===== src/rtl/mem_dma.sv =====
// Bus-master byte copy engine for the 512-byte program memory (RD/CAP/WR per byte).
// Optional fill mode (pattern to N destination bytes) is built when MEM_DMA_FILL_EN is defined.
module mem_dma #(
  parameter int ADDR_W = 9,
  parameter int LEN_W  = 10
) (
  input  logic              clk,
  input  logic              reset,
  input  logic              start,
  input  logic [ADDR_W-1:0] src,
  input  logic [ADDR_W-1:0] dst,
  input  logic [LEN_W-1:0]  len,
  input  logic              fill,
  input  logic [7:0]        pattern,
  output logic              busy,
  output logic              done,
  output logic [ADDR_W-1:0] mem_ab,
  output logic              mem_we,
  output logic              mem_cs,
  output logic              mem_cs_o,
  output logic [7:0]        mem_wdata,
  input  logic [7:0]        mem_rdata
);

  typedef enum logic [2:0] {IDLE, RD, CAP, WR, FIN} state_t;

  state_t            state, state_nx;
  logic [ADDR_W-1:0] src_p, dst_p, ab_q;
  logic [LEN_W-1:0]  cnt;
  logic [7:0]        data_q;
  logic              start_fill, fill_mode;

`ifdef MEM_DMA_FILL_EN
  logic       fill_q;
  logic [7:0] pat_q;

  always_ff @(posedge clk) begin
    if (reset) begin
      fill_q <= 1'b0;
      pat_q  <= 8'h00;
    end else if (state == IDLE && start) begin
      fill_q <= fill;
      pat_q  <= pattern;
    end
  end

  assign start_fill = fill;
  assign fill_mode  = fill_q;
  assign mem_wdata  = fill_q ? pat_q : data_q;
`else
  logic unused_fill;
  assign unused_fill = ^{fill, pattern};
  assign start_fill  = 1'b0;
  assign fill_mode   = 1'b0;
  assign mem_wdata   = data_q;
`endif

  always_ff @(posedge clk) begin
    if (reset) begin
      state  <= IDLE;
      src_p  <= '0;
      dst_p  <= '0;
      cnt    <= '0;
      data_q <= 8'h00;
      ab_q   <= '0;
    end else begin
      state <= state_nx;
      ab_q  <= mem_ab;  // lets the bus address hold while idle
      case (state)
        IDLE: if (start) begin
          src_p <= src;
          dst_p <= dst;
          cnt   <= len;
        end
        CAP: data_q <= mem_rdata;
        WR: begin
          src_p <= src_p + ADDR_W'(1);
          dst_p <= dst_p + ADDR_W'(1);
          cnt   <= cnt - LEN_W'(1);
        end
        default: ;
      endcase
    end
  end

  always_comb begin
    state_nx = state;
    mem_ab   = ab_q;
    mem_we   = 1'b0;
    mem_cs_o = 1'b0;
    case (state)
      IDLE: if (start) begin
        if (len == '0)      state_nx = FIN;
        else if (start_fill) state_nx = WR;
        else                state_nx = RD;
      end
      RD: begin
        mem_ab   = src_p;
        mem_cs_o = 1'b1;
        state_nx = CAP;
      end
      CAP: begin
        mem_ab   = src_p;
        mem_cs_o = 1'b1;
        state_nx = WR;
      end
      WR: begin
        mem_ab = dst_p;
        mem_we = 1'b1;
        if (cnt == LEN_W'(1)) state_nx = FIN;
        else                  state_nx = fill_mode ? WR : RD;
      end
      FIN:     state_nx = IDLE;
      default: state_nx = IDLE;
    endcase
  end

  // The target writes whenever CS is low, so CS stays asserted permanently.
  assign mem_cs = 1'b1;
  assign busy   = (state == RD) || (state == CAP) || (state == WR);
  assign done   = (state == FIN);

endmodule


===== config.mk =====
export PLATFORM = sky130hd
export DESIGN_NAME = mem_dma
export DESIGN_NICKNAME = d
export VERILOG_FILES = /design/src/rtl/mem_dma.sv
export SDC_FILE = /design/constraint.sdc
export NUM_CORES = 1
export LEC_CHECK = 0
export ABC_AREA = 1
export CAP_MARGIN = 20
export CORE_AREA = 2 2 77 79
export CTS_CLUSTER_DIAMETER = 120
export DETAILED_ROUTE_END_ITERATION = 6
export DIE_AREA = 0 0 79 81
export GPL_TIMING_DRIVEN = 0
export PLACE_DENSITY = 0.8
export SYNTH_ARGS = -nofsm -noshare
export SYNTH_HDL_FRONTEND = slang
export SYNTH_SLANG_ARGS = --single-unit

===== constraint.sdc =====
create_clock -name clk -period 3.3 [get_ports clk]
set_input_delay 0.66 -clock clk [delete_from_list [all_inputs] [get_ports clk]]
set_output_delay 0.66 -clock clk [all_outputs]
set_load 0.005 [all_outputs]

==> out/qor.log, run 1 <==
INFO  power_and_ir_drop power_switching=0.000587W
INFO  critical_path  critical_path.top_delay_family=buffers and inverters
INFO  critical_path  rrSetupSlack=1.79ns
INFO  yosys          synthesis.area=2690um2
INFO  clock_tree     post_cts_hold_buffer_count=0
INFO  clock_tree     clock_latency=0.30ns
INFO  yosys          async_reset_ff_share=0%
INFO  clock_tree     ctsHtreeMaxLevel=2
INFO  sta            setup_viol=0
INFO  critical_path  worstReg2RegStart=src_p[0]$_SDFFE_PP0P_
INFO  power_and_ir_drop power_density=487nW/um2
INFO  final_layout   area_growth=28.4%
INFO  yosys          post_synth.cell_area_avg=6.69um2
INFO  sta            min_period_over_period=80.8%
INFO  floorplan      die_x=79um
INFO  yosys          post_synth_inst_count=402
INFO  yosys          synth_edf_count=0
INFO  power_and_ir_drop ir_drop=374uV
INFO  critical_path  worst-r2r-cell-count=7
INFO  worst_hold_path worst_hold_path_type=flip-flop to flip-flop
INFO  sta            transition_at_the_pin_with_the_smallest_max_transition_slack=0.556ns
INFO  floorplan      floorplan.initialDensity=47.4%
INFO  sta            setup_repair_after_global_routing_missed_its_margin=no
INFO  global_route   globalRouteTotalUtil=24.0%
INFO  global_route   grt_max_degree=14
INFO  power_and_ir_drop finalPower=0.00168W
INFO  floorplan      die_height=81um
INFO  sta            maxClockFrequency=375MHz
INFO  routing        routed_wirelength=7390um
INFO  critical_path  cpPeakStageDelay=0.50ns
INFO  yosys          yosysMostFrequentCell=nand2_1
INFO  worst_hold_path holdPathEnd=mem_wdata[7]$_SDFFE_PP0N_
INFO  routing        detail_route.wl_per_cell=13.6um
INFO  placed_design  portBuffers=58
INFO  yosys          yosys_register_bits=48
INFO  sta            drv_slew=0
INFO  final_layout   nNetsFinal=519
INFO  yosys          ys_seq_area_share=35.7%
INFO  floorplan      floorplan.core_area=5680um2
INFO  global_route   grt_first_pass_wirelength=12200um
INFO  yosys          netlist-cell-type-count=34
INFO  sta            timing.slew.headroom=63.0%
INFO  power_and_ir_drop p_clk_share=21.7%
INFO  sta            timing_hold_violations_final=0
INFO  yosys          netlist.top_cell.by_area=dfxtp_1
INFO  worst_hold_path min_from=mem_wdata[7]$_SDFFE_PP0N_
INFO  critical_path  critical_path_peak_fanout=10
INFO  critical_path  crit_arrival=2.01ns
INFO  global_route   grt-ovfl-total=0
INFO  critical_path  timing_worst_setup_path_type=flip-flop to output pin
INFO  routing        route.detailed.drc=0
INFO  sta            finClkSkew=0.00957ns
INFO  routing        dr.pass1.iters=5
INFO  placed_design  hpwl_dp=5460um
INFO  power_and_ir_drop power.sequential.fraction=43.8%
INFO  worst_hold_path min_delay_path_depth=2
INFO  power_and_ir_drop power.leakage=1.44nW
INFO  routing        route.detailed.vias_per_inst=5.38
INFO  power_and_ir_drop combPwrFrac=34.5%
INFO  yosys          netlist_top_cells_area=dfxtp_1 36%, nand2_1 15%, nand3_1 6.5%
INFO  critical_path  worstPathRequired=2.64ns
INFO  final_layout   drive_above_1_share=8.55%
INFO  critical_path  timing.critical_path.to_type=output pin
INFO  yosys          synthesis.yosys.warnings=0
INFO  clock_tree     cts_inserted_buffers=5
INFO  power_and_ir_drop sw_frac_of_total=34.9%
INFO  clock_tree     post_cts_resize_count=0
INFO  run            drv.max_cap_violation_count=0
INFO  power_and_ir_drop cell_internal_pwr=0.00109W
INFO  clock_tree     cts-root-to-sink-buffers=2
INFO  critical_path  cp-start-kind=flip-flop
INFO  critical_path  timing.critical_path.slowest_stage_cell=clkdlybuf4s50_1
INFO  sta            fin_tns_setup=0ns
INFO  final_layout   fill_cells=535
INFO  routing        antenna_violating_nets_post_route=0
INFO  floorplan      core.rowCount=28
INFO  routing        drt_first_iter_violations=318
INFO  critical_path  critical_path.n_buffers_inverters=3
INFO  clock_tree     cts_tree=built
INFO  yosys          post-synth-top-area-fraction=35.7%
INFO  status         outcome=complete, no violations
INFO  yosys          synth_fp_nets=454
INFO  routing        num_vias=2920
INFO  critical_path  worstReg2RegEnd=src_p[4]$_SDFFE_PP0P_
INFO  final_layout   antenna_cells_inserted=0
INFO  clock_tree     postCtsSetupBuffers=0
INFO  global_route   grt_pass1_vias=2661
INFO  global_route   grt_antenna_before_repair=0
INFO  clock_tree     cts-root-buf=clkbuf_8
INFO  floorplan      die-area=6400um2
INFO  critical_path  cell_repeated_most_along_the_worst_path=nand2_1
INFO  sta            final_period_minus_worst_setup_slack=2.67ns
INFO  placed_design  gp_congestion=0.859
INFO  yosys          yosys_most_used_dff=dfxtp_1
INFO  clock_tree     clock_sinks=48
INFO  final_layout   finalCoreUtilization=60.9%
INFO  clock_tree     clkSlewWorstSetupHoldPaths=0.08ns
INFO  yosys          netlist_top_cells_count=107 x nand2_1, 48 x dfxtp_1, 46 x inv_1
INFO  critical_path  cell_breakdown_of_the_critical_path=nand2_1 -> nor2_4 -> buf_6 -> buf_4 -> nand2_1 -> nand3_1 -> clkdlybuf4s50_1
INFO  floorplan      io_pins=70
[power groups by stage]
stage / Clock, W / Combinational (W) / Sequential, W
after floorplan: 0 / 0.000354 / 0.000733
after global placement: 0 / 0.000561 / 0.000744
after detailed placement: 0 / 0.000575 / 0.000747
after CTS: 0.000370 / 0.000578 / 0.000734
after global routing: 0.000398 / 0.000647 / 0.000747
final: 0.000365 / 0.000580 / 0.000737
[layout make-up]
class	instances	area [um2]	share of cell area [%]
buffer	18	119	3.44
clock buffer	8	90.1	2.61
inverter	48	183	5.29
multi-input combinational	288	1430	41.3
sequential	48	961	27.8
tap	75	93.8	2.72
timing repair buffer	58	581	16.8
[cell usage in the layout, fill, tap and decap left out, types with 3 or more instances in the layout]
master           synthesis  layout
o21ai_0                 34      34
buf_2                    5       5
nand4_1                  6       6
clkdlybuf4s50_1          0      58
nand2_1                107     107
nand2_2                  4       4
nor2_1                  26      26
nor2_2                   5       5
a31oi_1                 18      18
inv_1                   46      46
clkbuf_8                 0       6
buf_6                    3       3
nand3_1                 35      35
a21oi_1                 24      24
dfxtp_1                 48      48
nor3_1                   6       6
clkbuf_1                 4       6
ha_1                     4       4
buf_4                    6       6
[worst max-delay path by stage]
stage                                from        end  slack [ns]  cells after the start
floorplan           state[1]$_SDFFE_PP0P_  mem_ab[0]        1.57                      8
global placement    state[1]$_SDFFE_PP0P_  mem_ab[1]        0.95                      7
detailed placement  state[1]$_SDFFE_PP0P_  mem_ab[1]        0.95                      7
CTS                 state[1]$_SDFFE_PP0P_  mem_ab[1]        0.62                      7
global route        state[1]$_SDFFE_PP0P_  mem_ab[2]        0.44                      9
finish              state[1]$_SDFFE_PP0P_  mem_ab[1]        0.63                      7
[metal layers]
metal  routed length, um  up-vias  track usage, %
met5                   0        -               0
met4                 123        0            8.28
met3                 491       17            4.67
met2                3550      122            41.3
met1                3230     1337            30.3
li1                    -     1444               -
[cell families after synthesis]
kind of cell / Yosys count / synth area share [%]
AO/OA/AOI/OAI: 84 / 17.5
XOR/XNOR: 3 / 0.976
adder cells (fa/ha/maj): 4 / 1.86
buffers and inverters: 66 / 11.2
flip-flops: 48 / 35.7
other: 1 / 0.139
AND/OR/NAND/NOR: 196 / 32.6
[worst register-to-register path, stage by stage (launching register included)]
cell and delay [ns]:
dfxtp_1 0.47, ha_1 0.22, nand2_1 0.08, inv_1 0.16
nand2_1 0.09, xnor2_1 0.12, o21ai_0 0.16, a21oi_1 0.08
[metrics by stage]
| step | worst slack (ns) | std cells | hold WS, ns | instance area [um2] |
|---|---|---|---|---|
| floorplan | 1.57 | 402 | 0.440 | 2690 |
| global placement | 0.951 | 535 | 0.433 | 3370 |
| detailed placement | 0.953 | 535 | 0.438 | 3370 |
| CTS | 0.619 | 543 | 0.451 | 3460 |
| global route | 0.440 | 543 | 0.466 | 3460 |
| finish | 0.632 | 543 | 0.445 | 3460 |
[state kept, by name, summed over array words and instances (netlist names)]
| signal | flops |
|---|---|
| ab_q | 9 |
| cnt | 10 |
| dst_p | 9 |
| mem_wdata | 8 |
| src_p | 9 |
| state | 3 |
Note: power is estimated with default switching activity, not from simulation.
==> run 2, diff against run 1 <==
--- a/config.mk
+++ b/config.mk
@@ -7,12 +7,12 @@
 export LEC_CHECK = 0
 export ABC_AREA = 1
 export CAP_MARGIN = 20
-export CORE_AREA = 2 2 77 79
+export CORE_AREA = 2 2 82 84
 export CTS_CLUSTER_DIAMETER = 120
 export DETAILED_ROUTE_END_ITERATION = 6
-export DIE_AREA = 0 0 79 81
+export DIE_AREA = 0 0 84 86
 export GPL_TIMING_DRIVEN = 0
-export PLACE_DENSITY = 0.8
+export PLACE_DENSITY = 0.74
 export SYNTH_ARGS = -nofsm -noshare
 export SYNTH_HDL_FRONTEND = slang
 export SYNTH_SLANG_ARGS = --single-unit
==> constraint.sdc (replaced) <==
create_clock -name clk -period 2.4 [get_ports clk]
set_input_delay 0.48 -clock clk [delete_from_list [all_inputs] [get_ports clk]]
set_output_delay 0.48 -clock clk [all_outputs]
set_load 0.005 [all_outputs]
==> out/qor.log, run 2 (synthesized netlist as in run 1, its figures left out) <==
INFO  floorplan      die_x=84um [+6.3%]
INFO  sta            final_period_minus_worst_setup_slack=2.35ns
INFO  critical_path  critical_path_peak_fanout=6 [-4]
INFO  final_layout   mostFrequentLayoutCells=107 x nand2_1, 50 x clkdlybuf4s50_1, 46 x dfxtp_1
INFO  routing        route.detailed.vias_per_inst=5.32 [-1.1%]
INFO  final_layout   finalCoreUtilization=56.8% [-4.1 points]
INFO  final_layout   fill_cells=619 [+16%]
INFO  critical_path  cp-start-kind=flip-flop
INFO  floorplan      core.rowCount=29 [+3.6%]
INFO  sta            fin_tns_setup=0ns [unchanged]
INFO  final_layout   drive_above_1_share=11.9% [+3.4 points]
INFO  floorplan      floorplan.core_area=6280um2 [+11%]
INFO  routing        drt_first_iter_violations=216 [-32%]
INFO  routing        routed_wirelength=7770um [+5.3%]
INFO  floorplan      die_height=86um [+6.2%]
INFO  critical_path  timing_worst_setup_path_type=flip-flop to output pin
INFO  clock_tree     cts-root-buf=clkbuf_8
INFO  critical_path  crit_arrival=1.87ns [-0.14 ns]
INFO  routing        dr.pass1.iters=7 [+2]
INFO  final_layout   registers.top_by_ff_count=cnt
INFO  global_route   globalRouteTotalUtil=22.5% [-1.5 points]
INFO  clock_tree     post_cts_hold_buffer_count=0 [unchanged]
INFO  routing        antenna_violating_nets_post_route=0 [unchanged]
INFO  clock_tree     clock_sinks=48 [unchanged]
INFO  final_layout   layout.area.seq=963um2 [+0.26%]
INFO  sta            maxClockFrequency=425MHz
INFO  power_and_ir_drop power.leakage=1.57nW [+9.2%]
INFO  clock_tree     cts_inserted_buffers=5 [unchanged]
INFO  run            drv.max_cap_violation_count=0 [unchanged]
INFO  power_and_ir_drop finalPower=0.00236W [+40%]
INFO  sta            drv_slew=0 [unchanged]
INFO  routing        num_vias=2956 [+1.2%]
INFO  clock_tree     ctsHtreeMaxLevel=2 [unchanged]
INFO  sta            finClkSkew=0.00859ns [-0.000980 ns]
INFO  status         outcome=complete, no violations
INFO  clock_tree     cts-root-to-sink-buffers=2 [unchanged]
INFO  floorplan      io_pins=70 [unchanged]
INFO  power_and_ir_drop power_density=662nW/um2 [+36%]
INFO  floorplan      floorplan.initialDensity=42.9% [-4.5 points]
INFO  placed_design  hpwl_dp=5650um [+3.5%]
INFO  final_layout   multi_input_comb_area=1430um2 [+0.17%]
INFO  global_route   grt-ovfl-total=0 [unchanged]
INFO  global_route   grt_max_degree=14 [unchanged]
INFO  final_layout   layout.cells.most_common=nand2_1
INFO  sta            min_period_over_period=98.0%
INFO  final_layout   flip_flop_count_of_the_largest_register_all_copies_and_words_added=10 [unchanged]
INFO  global_route   grt_first_pass_wirelength=13000um [+7.2%]
INFO  clock_tree     clkSlewWorstSetupHoldPaths=0.08ns [about the same]
INFO  global_route   grt_pass1_vias=2760 [+3.7%]
INFO  worst_hold_path worst_hold_path_type=flip-flop to flip-flop
INFO  critical_path  worstPathRequired=1.92ns [-0.72 ns]
INFO  routing        route.detailed.drc=0 [unchanged]
INFO  clock_tree     cts_tree=built
INFO  final_layout   nNetsFinal=531 [+2.3%]
INFO  sta            setup_viol=0 [unchanged]
INFO  final_layout   antenna_cells_inserted=0 [unchanged]
INFO  critical_path  timing.critical_path.to_type=output pin
INFO  sta            timing_hold_violations_final=0 [unchanged]
INFO  final_layout   area_growth=32.4%
INFO  placed_design  portBuffers=58 [unchanged]
INFO  clock_tree     clock_latency=0.31ns [about the same]
INFO  sta            setup_repair_after_global_routing_missed_its_margin=yes
INFO  routing        detail_route.wl_per_cell=14.0um [+2.8%]
INFO  placed_design  gp_congestion=0.866 [+0.74%]
INFO  sta            timing.slew.headroom=63.6% [+0.69 points]
INFO  power_and_ir_drop ir_drop=304uV [-19%]
INFO  floorplan      die-area=7220um2 [+13%]
INFO  global_route   grt_antenna_before_repair=0 [unchanged]
INFO  sta            transition_at_the_pin_with_the_smallest_max_transition_slack=0.545ns [-0.0103 ns]
run 2: per-stage QoR:
step,cells,worst slack [ns],hold WS (ns),area (um2)
3_5_place_dp,537,0.224,0.441,3370
6_report,556,0.0469,0.448,3560
4_1_cts,548,0.00765,0.451,3490
5_1_grt,556,-0.0161,0.468,3560
3_3_place_gp,537,0.230,0.433,3370
2_1_floorplan,402,0.849,0.440,2690
run 2: path summary, 6_finish.rpt:
kind	start	depth (start not counted)	end	slack (ns)
min reg2reg	mem_wdata[5]$_SDFFE_PP0N_	2	mem_wdata[5]$_SDFFE_PP0N_	0.45
max reg2reg	state[2]$_SDFFE_PP0P_	6	dst_p[7]$_SDFFE_PP0P_	0.92
min	mem_wdata[5]$_SDFFE_PP0N_	2	mem_wdata[5]$_SDFFE_PP0N_	0.45
max	state[1]$_SDFFE_PP0P_	9	mem_ab[1]	0.05
run 2: area by class of cell:
| type | count | area share, % |
|---|---|---|
| Tap cell | 77 | 2.70 |
| Sequential cell | 48 | 27.0 |
| Multi-Input combinational cell | 288 | 40.2 |
| Clock inverter | 1 | 0.140 |
| Timing Repair Buffer | 70 | 18.9 |
| Inverter | 48 | 5.13 |
| Clock buffer | 6 | 2.04 |
| Buffer | 18 | 3.86 |
run 2: metal layers:
layer | routed length, um | global-route usage [%] | up-vias
li1 | - | - | 1465
met5 | 0 | 0 | -
met1 | 3310 | 28.4 | 1360
met3 | 546 | 3.95 | 15
met2 | 3770 | 38.8 | 116
met4 | 149 | 8.36 | 0
run 2: worst max-delay path, cell delays in order, from the launching register on:
cell             delay, ns
dfxtp_2               0.35
inv_1                 0.05
nand2_2               0.08
inv_1                 0.06
nor2_2                0.12
inv_2                 0.09
nor2_8                0.13
nand2_1               0.10
nand3_1               0.10
clkdlybuf4s50_1       0.50
run 2: what timing repair did:
item,4_1_cts,5_1_grt
gates resized for setup,13,7
buffers inserted,4,8
setup endpoints to repair,9,6
pin swaps,2,2
run 2: power breakdown:
| group | internal (W) | total (W) | switching, W |
|---|---|---|---|
| clock network | 0.000199 | 0.000480 | 0.000281 |
| logic | 0.000404 | 0.000863 | 0.000459 |
| registers | 0.000913 | 0.00102 | 0.000103 |
==> run 3, diff against run 2 <==
--- a/config.mk
+++ b/config.mk
@@ -13,6 +13,7 @@
 export DIE_AREA = 0 0 84 86
 export GPL_TIMING_DRIVEN = 0
 export PLACE_DENSITY = 0.74
+export SLEW_MARGIN = 5
 export SYNTH_ARGS = -nofsm -noshare
 export SYNTH_HDL_FRONTEND = slang
 export SYNTH_SLANG_ARGS = --single-unit
==> results of run 3 <==
No change in the layout: final DEF, timing and power equal those of run 2.
